$ cat config.mk
export PLATFORM = sky130hd
export DESIGN_NAME = note_matrix_scan
export DESIGN_NICKNAME = d
export VERILOG_FILES = /design/src/rtl/note_matrix_scan.sv
export SDC_FILE = /design/constraint.sdc
export NUM_CORES = 1
export LEC_CHECK = 0
export ABC_AREA = 1
export BUFFER_PORTS_ARGS = -buffer_cell sky130_fd_sc_hd__buf_2
export CORE_MARGIN = 3
export CORE_UTILIZATION = 57
export CTS_CLUSTER_DIAMETER = 200
export CTS_CLUSTER_SIZE = 30
export DETAILED_ROUTE_END_ITERATION = 10
export PLACE_DENSITY = 0.89
export SLEW_MARGIN = 20
export SYNTH_ARGS = -nofsm -noshare
export SYNTH_HDL_FRONTEND = slang
export SYNTH_SLANG_ARGS = --single-unit
$ cat constraint.sdc
create_clock -name clk -period 3.2 [get_ports clk]
set_clock_uncertainty 0.1 [all_clocks]
set_input_delay 0.32 -clock clk [delete_from_list [all_inputs] [get_ports clk]]
set_output_delay 0.32 -clock clk [all_outputs]
set_load 0.02 [all_outputs]
$ cat src/rtl/note_matrix_scan.sv
// note_matrix_scan: renders the 10-slot scrolling note window onto a
// column-multiplexed 8-row red/blue LED matrix. The note inputs and the
// scroll offset are captured once per frame, so the picture never tears.
// After a song-end pulse the rows are blanked for CLEAR_FRAMES frames.
// The columns keep scanning while the display is blanked.
module note_matrix_scan #(
    parameter int COLS         = 16,
    parameter int DWELL        = 1000,
    parameter int BLANK        = 8,
    parameter int NOTE_W       = 4,
    parameter int CLEAR_FRAMES = 4,
    parameter int HIT_COL      = 0
) (
    input  logic            clk,
    input  logic            rst,
    input  logic [9:0]      note_R,
    input  logic [9:0]      note_B,
    input  logic [3:0]      offset,
    input  logic            finish,
    output logic [COLS-1:0] col_en,
    output logic [7:0]      row_R,
    output logic [7:0]      row_B,
    output logic            frame_sync,
    output logic            clearing
);

    localparam int MAX_CNT = (DWELL > BLANK) ? DWELL : BLANK;
    localparam int COL_W   = (COLS > 1) ? $clog2(COLS) : 1;
    localparam int CNT_W   = (MAX_CNT > 1) ? $clog2(MAX_CNT) : 1;
    localparam int CLR_W   = (CLEAR_FRAMES > 0) ? $clog2(CLEAR_FRAMES + 1) : 1;

    localparam logic [COL_W-1:0] LAST_COL  = COL_W'(COLS - 1);
    localparam logic [COL_W-1:0] HIT       = COL_W'(HIT_COL);
    localparam logic [CNT_W-1:0] DWELL_END = CNT_W'(DWELL - 1);
    localparam logic [CNT_W-1:0] BLANK_END = CNT_W'(BLANK - 1);
    localparam logic [CLR_W-1:0] CLR_INIT  = CLR_W'(CLEAR_FRAMES);
    localparam logic [3:0]       NOTE_W_L  = 4'(NOTE_W);
    localparam logic [COLS-1:0]  COL_ONE   = COLS'(1);

    typedef enum logic [1:0] {
        LATCH = 2'd0,
        ON    = 2'd1,
        GAP   = 2'd2
    } state_t;

    state_t            state_q, state_d;
    logic [COL_W-1:0]  col_q, col_d;
    logic [CNT_W-1:0]  cnt_q, cnt_d;
    logic [9:0]        noteR_q, noteR_d;
    logic [9:0]        noteB_q, noteB_d;
    logic [2:0]        phase_q, phase_d;
    logic [7:0]        slot_q, slot_d;
    logic              finishSeen_q, finishSeen_d;
    logic [CLR_W-1:0]  clearCnt_q, clearCnt_d;
    logic [COLS-1:0]   colEn_q, colEn_d;
    logic [7:0]        rowR_q, rowR_d;
    logic [7:0]        rowB_q, rowB_d;
    logic              frameSync_q, frameSync_d;
    logic              clearing_q, clearing_d;
    logic              doLatch;
    logic              enterOn;

    // State register: reset parks in LATCH with frameSync low, which makes
    // the first edge after reset perform the frame latch.
    always_ff @(posedge clk or posedge rst) begin
        if (rst) begin
            state_q      <= LATCH;
            col_q        <= '0;
            cnt_q        <= '0;
            noteR_q      <= '0;
            noteB_q      <= '0;
            phase_q      <= '0;
            slot_q       <= '0;
            finishSeen_q <= 1'b0;
            clearCnt_q   <= '0;
            colEn_q      <= '0;
            rowR_q       <= '0;
            rowB_q       <= '0;
            frameSync_q  <= 1'b0;
            clearing_q   <= 1'b0;
        end else begin
            state_q      <= state_d;
            col_q        <= col_d;
            cnt_q        <= cnt_d;
            noteR_q      <= noteR_d;
            noteB_q      <= noteB_d;
            phase_q      <= phase_d;
            slot_q       <= slot_d;
            finishSeen_q <= finishSeen_d;
            clearCnt_q   <= clearCnt_d;
            colEn_q      <= colEn_d;
            rowR_q       <= rowR_d;
            rowB_q       <= rowB_d;
            frameSync_q  <= frameSync_d;
            clearing_q   <= clearing_d;
        end
    end

    // Next state and next output values. The outputs are computed for the
    // state being entered. Slot and phase advance incrementally, so no divider is needed.
    always_comb begin
        state_d      = state_q;
        col_d        = col_q;
        cnt_d        = cnt_q;
        noteR_d      = noteR_q;
        noteB_d      = noteB_q;
        phase_d      = phase_q;
        slot_d       = slot_q;
        finishSeen_d = finishSeen_q | finish;
        clearCnt_d   = clearCnt_q;
        colEn_d      = '0;
        rowR_d       = '0;
        rowB_d       = '0;
        frameSync_d  = 1'b0;
        clearing_d   = 1'b0;
        doLatch      = 1'b0;
        enterOn      = 1'b0;

        case (state_q)
            LATCH: begin
                if (frameSync_q) begin
                    state_d = ON;
                    col_d   = '0;
                    cnt_d   = '0;
                    enterOn = 1'b1;
                end else begin
                    doLatch = 1'b1;
                end
            end
            ON: begin
                if (cnt_q == DWELL_END) begin
                    state_d = GAP;
                    cnt_d   = '0;
                end else begin
                    cnt_d   = cnt_q + CNT_W'(1);
                    colEn_d = colEn_q;
                    rowR_d  = rowR_q;
                    rowB_d  = rowB_q;
                end
            end
            GAP: begin
                if (cnt_q == BLANK_END) begin
                    cnt_d = '0;
                    if (col_q == LAST_COL) begin
                        doLatch = 1'b1;
                    end else begin
                        state_d = ON;
                        col_d   = col_q + COL_W'(1);
                        enterOn = 1'b1;
                        if (phase_q == 3'd6) begin
                            phase_d = 3'd0;
                            slot_d  = slot_q + 8'd1;
                        end else begin
                            phase_d = phase_q + 3'd1;
                        end
                    end
                end else begin
                    cnt_d = cnt_q + CNT_W'(1);
                end
            end
            default: begin
                state_d = LATCH;
            end
        endcase

        if (doLatch) begin
            state_d     = LATCH;
            col_d       = '0;
            frameSync_d = 1'b1;
            noteR_d     = note_R;
            noteB_d     = note_B;
            phase_d     = (offset > 4'd6) ? 3'd6 : offset[2:0];
            slot_d      = 8'd0;
            if (finishSeen_q) begin
                clearCnt_d   = CLR_INIT;
                finishSeen_d = finish;
            end else if (clearCnt_q != '0) begin
                clearCnt_d = clearCnt_q - CLR_W'(1);
            end
        end

        if (enterOn) begin
            colEn_d = COL_ONE << col_d;
            if (({1'b0, phase_d} < NOTE_W_L) && (slot_d <= 8'd9)) begin
                if (noteR_q[slot_d[3:0]]) begin
                    rowR_d = rowR_d | 8'h3C;
                end
                if (noteB_q[slot_d[3:0]]) begin
                    rowB_d = rowB_d | 8'h3C;
                end
            end
            if (col_d == HIT) begin
                rowR_d = rowR_d | 8'h81;
                rowB_d = rowB_d | 8'h81;
            end
            if (clearCnt_q != '0) begin
                rowR_d = 8'h00;
                rowB_d = 8'h00;
            end
        end

        clearing_d = (clearCnt_d != '0);
    end

    assign col_en     = colEn_q;
    assign row_R      = rowR_q;
    assign row_B      = rowB_q;
    assign frame_sync = frameSync_q;
    assign clearing   = clearing_q;

endmodule

==> flow_summary_export.csv <==
group,metric,value,unit
floorplanning,rows,30,
synth,netlist.top_cell.by_area,"dfrtp_1",
setup_path,cp.arrival,2.93,ns
global_routing,met1_usage,29.8,%
route,dr.pass1.iters,5,
route,num_vias,3688,
setup_path,startpoint_type,"register",
route,first_iter_violations,244,
clock_network,cts_buffers,9,
floorplanning,core,0.00698,mm^2
synth,synth_fp_nets,552,
synth,synthArstFlopShare,100,%
floorplanning,die_width,92.2,um
layout,final_core_util,69.4,%
timing,min_period,2.75,ns
synth,synth_edf_count,0,
synth,synthTopCellsByArea,"dfrtp_1 (50%), nand2_1 (12%), inv_1 (5.5%)",
worst_hold_path,min_delay_worst_endpoint,"noteB_q[1]",
setup_path,r2r_cells,14,
global_routing,top_usage_layer,"met2",
worst_hold_path,hold_depth,3,
route,wirelength,9390,um
layout,drive_above_1_share,18.8,%
synth,yosysSeqAreaShare,50.2,%
global_routing,track_usage,23.3,%
floorplanning,start_util,60.7,%
global_routing,grt_pass1_vias,3549,
timing,relSlewSlack,68.4,%
layout,seq_area,0.00213,mm^2
placement,io_buffers,60,
layout,multiInputGateArea,0.00178,mm^2
placement,placed_cells,663,
setup_path,path_class,"register to register",
synth,synth_adder_area_share,2.95,%
setup_path,r2r-end,"row_B[4]",
layout,final_cell_mix,"nand2_1 (137), dfrtp_1 (85), inv_1 (61)",
setup_path,regToRegSetupSlack,0.45,ns
clock_network,root_buffer,"clkbuf_8",
power_and_ir_drop,peakVddDrop,0.335,mV
worst_hold_path,hp-class,"primary input to register",
synth,syn_avg_cell_area,8.23,um^2
placement,dp_hpwl,6830,um
power_and_ir_drop,power_leakage,2.56,nW
clock_network,holdBufCountCts,1,
synth,synth_top_family_by_area,"simple AND/OR/NAND/NOR gates",
timing,fmax,364,MHz
timing,slew_viol_final,0,
floorplanning,die_area,0.00851,mm^2
timing,final.setup.tns,0,ns
placement,placement.cell_area,0.00464,mm^2
route,wl_per_cell,13.8,um
clock_network,cts_buffer_depth,2,
route,drc,0,
clock_network,cts_resized,0,
synth,syn_area,0.00424,mm^2
run,maxCapViolations,0,
timing,hold_viol_final,0,
clock_network,worstSkewPairLatency,0.36,ns
power_and_ir_drop,p_per_area,398,mW/mm^2
route,postRouteAntennaNets,0,
global_routing,grt_start_max_net_pins,36,
timing,worstMarginPinSlew,0.474,ns
layout,nets,616,
setup_path,critPathMaxFanout,26,
global_routing,grt_antenna_before_repair,0,
placement,gp_congestion,0.938,
clock_network,postCtsSetupBuffers,0,
global_routing,grt_util_met3,3.04,%
layout,num_antenna_cells,0,
setup_path,worstSetupEndpointType,"register",
timing,rsz0062_at_grt,"false",
worst_hold_path,hp-start,"note_B[1]",
global_routing,overflow,0,
layout,final_cell_area,0.00484,mm^2
synth,netlist.area_leader.share,50.2,%
layout,instances_no_fill,680,
layout,final_common_cell,"nand2_1",
clock_network,path_clk_slew,0.08,ns
global_routing,grt_pass1_wl,16000,um
synth,yosys_warnings,0,
timing,min_period_over_period,85.9,%
synth,synth_cell_type_count,41,
synth,syn_inst,515,
route,viasPerCell,5.42,
clock_network,tritoncts,"yes",
clock_network,clock_sink_count,85,
floorplanning,ios,61,
setup_path,timing.rr.start,"state_q[0]",
synth,synth_compound_area_share,10.1,%
timing,setup_viol,0,
setup_path,cp.required,3.38,ns
clock_network,htreeDepth,3,
run_status,run_status,"finished, final reports clean",
global_routing,grt_use_met2,39.4,%
floorplanning,die_y,92.2,um
synth,yosys.area_share.simple,28.1,%
setup_path,startpoint,"state_q[0]",
synth,synthMuxAreaShare,0,%
synth,synth_seq_cells,85,
layout,area_growth,14.3,%
synth,synth_ff_type,"dfrtp_1",
synth,synth_xor_area_share,0.827,%
layout,fillCellCount,547,
[cell type report]
cell class | count | share of cell area (%)
flip-flops and latches | 85 | 43.9
multi-input cells | 347 | 36.8
repair buffers | 68 | 7.49
inverters | 68 | 5.35
clock buffers | 11 | 3.13
well taps | 96 | 2.48
clock inverters | 5 | 0.852
[cells by family (layout without fill, tap and decap cells)]
family	after synthesis	count (layout)
and+or+nand+nor	257	257
DFF	85	85
buffers and inverters	83	152
AOI/OAI and AO/OA	76	76
adders and majority gates	10	10
xor gates and xnor gates	4	4
[Yosys cell counts, types with 7 or more instances]
master / instances
a21oi_1: 22
clkbuf_1: 10
dfrtp_1: 85
ha_1: 10
inv_1: 62
nand2_1: 137
nand3_1: 46
nand4_1: 12
nor2_1: 33
nor3_1: 7
o21ai_0: 36
[sequential cells by signal, summed over array words and instances (netlist names)]
register      cells
clearCnt_q        3
clearing          1
cnt_q            10
col_en           16
col_q             4
finishSeen_q      1
frame_sync        1
noteB_q          10
noteR_q          10
phase_q           3
row_B             8
row_R             8
slot_q            8
state_q           2
[metal layers]
metal | routed length (um) | up-vias
li1 | - | 1796
met1 | 3870 | 1772
met2 | 4920 | 102
met3 | 411 | 18
met4 | 189 | 0
met5 | 0 | -
[worst max-delay path: stages (launching register included)]
cell and delay (ns):
dfrtp_1 0.41, inv_1 0.11, ha_1 0.22, inv_1 0.05, nor2_1 0.30, inv_1 0.15, nand2_1 0.23, inv_4 0.16
nand3_1 0.19, nand2_1 0.07, nand2_1 0.06, nand2_1 0.04, nor3_1 0.24, nand2_1 0.16, a21oi_1 0.16
[worst max-delay path by stage]
stage / to / slack [ns] / depth (start not counted)
finish: row_B[4] / 0.45 / 14
global route: row_B[5] / 0.13 / 14
CTS: row_R[7] / 0.45 / 14
detailed placement: row_B[4] / 0.51 / 14
global placement: row_B[0] / 0.60 / 14
floorplan: clearCnt_q[0] / 0.59 / 1
[power by group]
group          switching (mW)  internal, mW  total, mW
Combinational          0.0602        0.0331     0.0933
Clock                   0.398         0.333      0.730
Sequential             0.0107          1.09       1.10
Total                   0.469          1.46       1.93
[through the flow]
stage	setup WS [ns]	power, mW	hold slack (ns)
3_5_place_dp	0.510	1.22	0.252
5_1_grt	0.132	2.01	0.0635
2_1_floorplan	0.587	1.18	0.325
3_3_place_gp	0.604	1.21	0.232
4_1_cts	0.452	1.94	0.0501
6_report	0.452	1.93	0.0554
(Power assumes the default switching activity.)
